===== config.mk =====
export PLATFORM = sky130hd
export DESIGN_NAME = pkt_stat_cnt
export DESIGN_NICKNAME = d
export VERILOG_FILES = /design/src/rtl/pkt_chk_stat_cnt.sv
export SDC_FILE = /design/constraint.sdc
export NUM_CORES = 1
export LEC_CHECK = 0
export ABC_AREA = 1
export BUFFER_PORTS_ARGS = -buffer_cell sky130_fd_sc_hd__buf_2
export CORE_MARGIN = 5
export CORE_UTILIZATION = 50
export DETAILED_ROUTE_END_ITERATION = 16
export MAX_ROUTING_LAYER = met4
export PLACE_DENSITY_LB_ADDON = 0.05
export SYNTH_ARGS = -nofsm -noshare
export SYNTH_HDL_FRONTEND = slang
export SYNTH_SLANG_ARGS = --single-unit

===== constraint.sdc =====
create_clock -name clk -period 1.5 [get_ports clk]
set_input_delay 0.15 -clock clk [delete_from_list [all_inputs] [get_ports clk]]
set_output_delay 0.15 -clock clk [all_outputs]
set_load 0.005 [all_outputs]

===== src/rtl/pkt_chk_stat_cnt.sv =====
// Per-channel good/bad packet counter pair. Both counters saturate at
// all-ones; a clear wins over a coincident increment.
module pkt_stat_cnt #(
  parameter int CNT_W = 16
) (
  input  logic             clk,
  input  logic             rst_n,
  input  logic             clr_i,
  input  logic             inc_good_i,
  input  logic             inc_bad_i,
  output logic [CNT_W-1:0] good_o,
  output logic [CNT_W-1:0] bad_o
);

  logic [CNT_W-1:0] good_q, bad_q;

  // Counter registers: clear first, then saturating increment.
  // NOTE: sequential state uses non-blocking (<=) so every register samples
  // pre-edge values; blocking here would create order-dependent races.
  always_ff @(posedge clk or negedge rst_n) begin
    if (!rst_n) begin
      good_q <= '0;
      bad_q  <= '0;
    end else if (clr_i) begin
      good_q <= '0;
      bad_q  <= '0;
    end else begin
      if (inc_good_i && good_q != '1) good_q <= good_q + 1'b1;
      if (inc_bad_i  && bad_q  != '1) bad_q  <= bad_q + 1'b1;
    end
  end

  assign good_o = good_q;
  assign bad_o  = bad_q;

endmodule


==> impl_metrics.env, run 1 <==
export IMPL_yosysMostFrequentCell="nand2_1"
export IMPL_gr_total_overflow=0
export IMPL_insertion_delay_ns=0.29
export IMPL_fin_skew_ns=0.00996
export IMPL_worst_slack_ns=-0.0315
export IMPL_cts_sink_count=32
export IMPL_netlist_instances=292
export IMPL_die_h_um=73.7
export IMPL_cp_end_kind="flip-flop"
export IMPL_core_mm2=0.00397
export IMPL_violations="negative setup slack"
export IMPL_min_from="inc_good_i"
export IMPL_p_total_mw=1.81
export IMPL_diodes=0
export IMPL_grt_antenna_before_repair=0
export IMPL_synthesis_area_mm2=0.00203
export IMPL_syn2layout_area_growth_pct=45.0
export IMPL_place_congestion=0.873
export IMPL_ios=37
export IMPL_ys_ff_latch=32
export IMPL_drive_above_1_share_pct=38.4
export IMPL_seqPwrFrac_pct=48.4
export IMPL_cellInternalPower_mw=1.36
export IMPL_timing_fmax_mhz=653
export IMPL_vias_per_cell=5.18
export IMPL_clkPwrFrac_pct=41.0
export IMPL_leakagePower_nw=1.67
export IMPL_fin_cells=430
export IMPL_yosys_warnings=0
export IMPL_clock_path_buffers=2
export IMPL_swShare_pct=25.0
export IMPL_final_fill_count=304
export IMPL_worst_pin_slew_ns=0.264
export IMPL_cts_root_buf="clkbuf_8"
export IMPL_synth_edf_count=0
export IMPL_criticalPathCategory="flip-flop to flip-flop"
export IMPL_drtPass1Iterations=4
export IMPL_die_x_um=73.7
export IMPL_avgSynthCellArea_um2=6.95
export IMPL_ir_drop_mv=0.481
export IMPL_start_util_pct=51.1
export IMPL_ant_nets=0
export IMPL_rows=23
export IMPL_dp_cells=419
export IMPL_grt_first_pass_wirelength_um=9430
export IMPL_status="finished with violations"
export IMPL_timing_hold_violations_final=0
export IMPL_startpoint="good_o[1]$_DFFE_PN0P_"
export IMPL_p_per_area_mw_per_mm2=617
export IMPL_post_dp_hpwl_um=4140
export IMPL_io_buffer_count=36
export IMPL_vias=2227
export IMPL_setup_viol=13
export IMPL_cts_tree="yes"
export IMPL_hold_class="input pin to flip-flop"
export IMPL_reg2reg_from="good_o[1]$_DFFE_PN0P_"
export IMPL_worstPathArrival_ns=1.76
export IMPL_synth_ff_type="dfrtp_1"
export IMPL_remaining_drc_errors=0
export IMPL_synth_top_area_cell="dfrtp_1"
export IMPL_ys_top_cells_by_count="nand2_1, nor2_1, dfrtp_1"
export IMPL_post_route_period_util_pct=102
export IMPL_cp_max_fo=6
export IMPL_ys_seq_area_share_pct=39.5
export IMPL_async_flop_share_pct=100
export IMPL_rsz0062_at_grt="true"
export IMPL_period_needed_ns=1.53
export IMPL_wl_per_cell_um=13.9
export IMPL_htreeDepth=2
export IMPL_synth_nets=299
export IMPL_drt_initial_drc_count=157
export IMPL_grt_max_degree=33
export IMPL_cts_clk_slew_worst_paths_ns=0.07
export IMPL_comb_power_share_pct=10.7
export IMPL_grt_pass1_vias=1953
export IMPL_wl_um=5990
export IMPL_synth_top_area_share_pct=39.5
export IMPL_grt_util_all_layers_pct=23.1
export IMPL_cap_violations=0
export IMPL_die_area_mm2=0.00543
export IMPL_start_kind="flip-flop"
export IMPL_cp_required_ns=1.73
export IMPL_switchingPower_mw=0.453
export IMPL_drv_slew=0
export IMPL_final_nets=387
export IMPL_synthTopCellsByArea="dfrtp_1, nand2_1, nor2_1"
export IMPL_cts_made_buffers=5
export IMPL_slew_headroom_pct=82.3
export IMPL_synth_lib_cells_used_distinct=25
power groups by stage:
| stage | Combinational [mW] | Clock [mW] | Sequential, mW |
|---|---|---|---|
| final | 0.194 | 0.743 | 0.878 |
| after global routing | 0.210 | 0.792 | 0.878 |
| after CTS | 0.170 | 0.747 | 0.877 |
| after detailed placement | 0.167 | 0 | 0.894 |
| after global placement | 0.166 | 0 | 0.893 |
| after floorplan | 0.0598 | 0 | 0.900 |
cell usage in the layout, fill, tap and decap left out:
| cell | n |
|---|---|
| nand3b_1 | 1 |
| buf_4 | 45 |
| nor3_2 | 1 |
| nand3_1 | 20 |
| dlygate4sd3_1 | 1 |
| nand2_4 | 11 |
| nor2_2 | 7 |
| inv_1 | 24 |
| nand2_1 | 89 |
| nand3_2 | 2 |
| a21oi_1 | 2 |
| nand4_1 | 17 |
| mux2i_1 | 1 |
| nor2_4 | 8 |
| o21ai_2 | 1 |
| ha_2 | 2 |
| xnor2_1 | 2 |
| nand2_2 | 18 |
| buf_12 | 3 |
| o21bai_1 | 4 |
| xor2_1 | 7 |
| clkbuf_16 | 1 |
| dfrtp_1 | 32 |
| o21ai_1 | 2 |
| clkbuf_8 | 7 |
| a21oi_2 | 2 |
| buf_2 | 36 |
| o211ai_1 | 2 |
| nor2_1 | 30 |
| inv_2 | 2 |
cell families after synthesis:
family	count (synthesis)	share of synthesized area, %
AND/OR/NAND/NOR	204	44.4
flip-flops	32	39.5
multiplexers	1	0.494
adder cells (fa/ha/maj)	2	1.23
XOR/XNOR	9	3.89
buffers and inverters	31	6.54
AO/OA/AOI/OAI	13	3.95
critical path, stage by stage, from the launching register on:
cell       delay [ns]
dfrtp_1          0.37
ha_2             0.20
nand2_2          0.08
nor2_4           0.12
nand2_4          0.09
nor2_4           0.13
nor2_4           0.05
nor2_4           0.14
clkbuf_16        0.20
nand2_2          0.04
nand2_1          0.05
layout make-up:
class	count	area, um2	share of cell area [%]
multi-input combinational	229	1270	43.2
sequential	32	801	27.2
timing repair buffer	86	613	20.8
inverter	26	97.6	3.32
clock buffer	7	96.3	3.28
tap	50	62.6	2.13
path summary, 6_finish.rpt:
kind                                               end  slack, ns  cells after the start
worst max-delay path            good_o[13]$_DFFE_PN0P_      -0.03                     10
worst min-delay path            good_o[15]$_DFFE_PN0P_       0.23                      4
worst max register to register  good_o[13]$_DFFE_PN0P_      -0.03                     10
worst min register to register   good_o[3]$_DFFE_PN0P_       0.58                      3
max in group asynchronous         bad_o[8]$_DFFE_PN0P_       0.97                      3
min in group asynchronous        good_o[4]$_DFFE_PN0P_       0.35                      3
per-layer routing:
layer / routed length [um] / up-vias / GRT usage (%)
met4: 93 / 0 / 5.84
met3: 301 / 8 / 4.79
met2: 2720 / 69 / 32.4
li1: - / 1110 / -
met5: 0 / - / -
met1: 2870 / 1040 / 33.6
sequential cells by signal, indices dropped and copies added (netlist names):
| name | flops |
|---|---|
| good_o | 16 |
| bad_o | 16 |
per-stage QoR:
stage	hold slack (ns)	setup TNS (ns)	setup slack, ns	utilization, %	instance area [um2]
after CTS	0.217	0	0.0152	69.1	2740
after detailed placement	0.122	0	0.0101	66.3	2630
after floorplan	-0.146	0	0.00739	-	2040
final	0.235	-0.209	-0.0315	74.1	2940
after global placement	0.121	0	0.0786	66.3	2630
after global routing	0.258	-2.17	-0.102	74.1	2940
repair_timing:
item | in CTS | in global routing
setup buffers | 0 | 2
endpoints found under the hold margin | 32 | 0
setup endpoints to repair | 4 | 31
resized for setup | 1 | 49
gates cloned | 0 | 1
pin swaps | 0 | 22
hold buffers | 1 | 0
(Power assumes the default switching activity.)
==> run 2, diff against run 1 <==
--- a/config.mk
+++ b/config.mk
@@ -5,10 +5,11 @@
 export SDC_FILE = /design/constraint.sdc
 export NUM_CORES = 1
 export LEC_CHECK = 0
-export ABC_AREA = 1
 export BUFFER_PORTS_ARGS = -buffer_cell sky130_fd_sc_hd__buf_2
+export CELL_PAD_IN_SITES_DETAIL_PLACEMENT = 0
+export CELL_PAD_IN_SITES_GLOBAL_PLACEMENT = 1
 export CORE_MARGIN = 5
-export CORE_UTILIZATION = 50
+export CORE_UTILIZATION = 37
 export DETAILED_ROUTE_END_ITERATION = 16
 export MAX_ROUTING_LAYER = met4
 export PLACE_DENSITY_LB_ADDON = 0.05
==> run 2 against run 1 <==
Effect of this change: the flow still finishes with violations (negative setup slack); sequential power rose by 0.8%; critical path depth fell by 4; count of clock-buffer cells in the layout is 1 lower; register-to-register slack worse by 0.17 ns; routed wire length decreased by 3.0%; utilization is 8.8 points lower; final cell count down 13%; combinational power is 15% lower; power grew 3.7%.
==> impl_metrics.env, run 2 <==
export IMPL_status="finished with violations"
export IMPL_violations="negative setup slack"
export IMPL_switchingPower_mw=0.436
export IMPL_worst_pin_slew_ns=0.486
export IMPL_period_needed_ns=1.70
export IMPL_diodes=0
export IMPL_grt_util_all_layers_pct=20.4
export IMPL_synth_simple_area_share_pct=29.6
export IMPL_cap_violations=0
export IMPL_async_flop_share_pct=100
export IMPL_synth_ff_type="dfrtp_1"
export IMPL_reg2reg_from="bad_o[12]$_DFFE_PN0P_"
export IMPL_fin_skew_ns=0.0131
export IMPL_htreeDepth=2
export IMPL_worst_slack_ns=-0.197
export IMPL_yosysMostFrequentCell="dfrtp_1"
export IMPL_min_to="bad_o[4]$_DFFE_PN0P_"
export IMPL_leakagePower_nw=1.40
export IMPL_ios=37
export IMPL_rsz0062_at_grt="true"
export IMPL_clock_path_buffers=2
export IMPL_synthMuxAreaShare_pct=4.38
export IMPL_synth_lib_cells_used_distinct=42
export IMPL_drive_above_1_share_pct=59.2
export IMPL_final_cell_mix="buf_4, buf_2, dfrtp_1"
export IMPL_p_per_area_mw_per_mm2=610
export IMPL_criticalPathCategory="flip-flop to flip-flop"
export IMPL_timing_hold_violations_final=0
export IMPL_synth_xor_area_share_pct=0.974
export IMPL_cts_clk_slew_worst_paths_ns=0.08
export IMPL_remaining_drc_errors=0
export IMPL_seqPwrFrac_pct=47.1
export IMPL_worstPathArrival_ns=1.87
export IMPL_r2r_cells=6
export IMPL_die_area_mm2=0.00635
export IMPL_cts_sink_count=32
export IMPL_ys_top_cells_by_count="dfrtp_1, a21oi_1, nor2_1, o21ai_0"
export IMPL_vias_per_cell=5.41
export IMPL_start_util_pct=38.1
export IMPL_slew_headroom_pct=67.6
export IMPL_ys_seq_area_share_pct=44.5
export IMPL_post_dp_hpwl_um=4070
export IMPL_min_from="inc_bad_i"
export IMPL_grt_use_met3_pct=4.18
export IMPL_met2_usage_pct=36.0
export IMPL_netlist_instances=194
export IMPL_ant_nets=0
export IMPL_grt_antenna_before_repair=0
export IMPL_layout_commonest_cell="buf_4"
export IMPL_ys_ff_latch=32
export IMPL_r2r_end="bad_o[8]$_DFFE_PN0P_"
export IMPL_cp_max_fo=10
export IMPL_comb_power_share_pct=8.7
export IMPL_rows=25
export IMPL_start_kind="flip-flop"
export IMPL_wl_um=5810
export IMPL_synthAdderAreaFrac_pct=1.39
export IMPL_avgSynthCellArea_um2=9.27
export IMPL_final_nets=315
export IMPL_cellInternalPower_mw=1.44
export IMPL_insertion_delay_ns=0.28
export IMPL_wl_per_cell_um=15.4
export IMPL_cp_required_ns=1.67
export IMPL_drv_slew=0
export IMPL_synthesis_area_mm2=0.00180
export IMPL_clkPwrFrac_pct=44.2
export IMPL_setup_viol=23
export IMPL_place_congestion=0.906
export IMPL_die_h_um=79.7
export IMPL_core_mm2=0.00472
export IMPL_final_core_util_pct=65.2
export IMPL_cts_root_buf="clkbuf_8"
export IMPL_synth_edf_count=0
export IMPL_synth_compound_area_share_pct=16.2
export IMPL_syn2layout_area_growth_pct=71.4
export IMPL_synthTopCellsByArea="dfrtp_1, a21oi_1, or3_1"
export IMPL_die_x_um=79.7
export IMPL_synth_nets=201
export IMPL_drt_initial_drc_count=112
export IMPL_cp_end_kind="flip-flop"
export IMPL_synth_top_area_share_pct=44.5
export IMPL_post_route_period_util_pct=113
export IMPL_grt_max_degree=26
export IMPL_swShare_pct=23.2
export IMPL_drtPass1Iterations=6
export IMPL_yosys_warnings=0
export IMPL_hold_class="input pin to flip-flop"
export IMPL_use_met1_pct=23.8
export IMPL_synth_top_area_cell="dfrtp_1"
export IMPL_grt_first_pass_wirelength_um=10200
export IMPL_rrSetupSlack_ns=-0.20
export IMPL_grt_pass1_vias=2139
export IMPL_synth_top_family_by_area="simple AND/OR/NAND/NOR gates"
export IMPL_holdPathStages=3
export IMPL_vias=2035
export IMPL_timing_fmax_mhz=589
export IMPL_cts_tree="yes"
export IMPL_top_usage_layer="met2"
export IMPL_gr_total_overflow=0
export IMPL_whs_ns=0.285
export IMPL_ir_drop_mv=0.424
export IMPL_io_buffer_count=36
export IMPL_cts_made_buffers=5
[run 2: kinds of logic (layout without fill, tap and decap cells)]
logic type	after synthesis	in the layout
multiplexers	7	7
AO/OA/AOI/OAI	48	48
flip-flops	32	32
AND/OR/NAND/NOR	91	91
adder cells (fa/ha/maj)	2	2
buffers and inverters	12	127
XOR/XNOR	2	2
[run 2: power groups by stage]
stage / sequential, mW / clock [mW] / combinational [mW]
floorplan: 0.907 / 0 / 0.0483
global placement: 0.902 / 0 / 0.138
detailed placement: 0.903 / 0 / 0.143
CTS: 0.885 / 0.846 / 0.161
global route: 0.886 / 0.900 / 0.184
finish: 0.885 / 0.832 / 0.164
[run 2: how the worst max path moves through the flow]
stage	startpoint	end	slack [ns]	depth (start not counted)
3_3_place_gp	bad_o[0]$_DFFE_PN0P_	bad_o[9]$_DFFE_PN0P_	-0.18	7
3_5_place_dp	bad_o[0]$_DFFE_PN0P_	bad_o[9]$_DFFE_PN0P_	-0.23	7
5_1_grt	bad_o[12]$_DFFE_PN0P_	bad_o[13]$_DFFE_PN0P_	-0.25	5
4_1_cts	bad_o[0]$_DFFE_PN0P_	bad_o[10]$_DFFE_PN0P_	-0.15	5
2_1_floorplan	bad_o[0]$_DFFE_PN0P_	bad_o[8]$_DFFE_PN0P_	-0.09	6
6_report	bad_o[12]$_DFFE_PN0P_	bad_o[8]$_DFFE_PN0P_	-0.20	6
[run 2: layout make-up]
| class | instances | area [um2] |
|---|---|---|
| tap | 67 | 83.8 |
| sequential | 32 | 810 |
| timing repair buffer | 114 | 826 |
| multi-input combinational | 150 | 1240 |
| inverter | 5 | 18.8 |
| clock inverter | 2 | 35.0 |
| clock buffer | 6 | 72.6 |
| fill | 385 | 1640 |
[run 2: routing by layer]
metal	share of wire, %	routed length (um)
met5	0	0
met4	1.7	97
met3	3.8	221
met2	54	3110
met1	41	2380
[run 2: repair_timing]
action                     CTS  global route
hold buffers                 1             0
cloned                       0             0
setup endpoints to repair   28            31
hold endpoints to repair    15             0
setup buffers               11             3
resized for setup           35            34
pin swaps                   23            21
[run 2: metrics by stage]
stage	power, mW	area [um2]	cells	setup slack, ns	TNS, ns
after floorplan	0.956	1850	194	-0.0887	-0.327
after global placement	1.04	2570	353	-0.182	-1.58
after detailed placement	1.05	2570	353	-0.234	-2.93
after CTS	1.89	2910	373	-0.150	-1.15
after global routing	1.97	3080	376	-0.249	-4.26
final	1.88	3080	376	-0.197	-1.74
[run 2: critical path, cell delays in order, from the launching register on]
cell	delay [ns]
dfrtp_1	0.36
nand4_1	0.15
buf_4	0.18
o41ai_4	0.36
buf_6	0.19
nor4_2	0.05
mux2_4	0.29
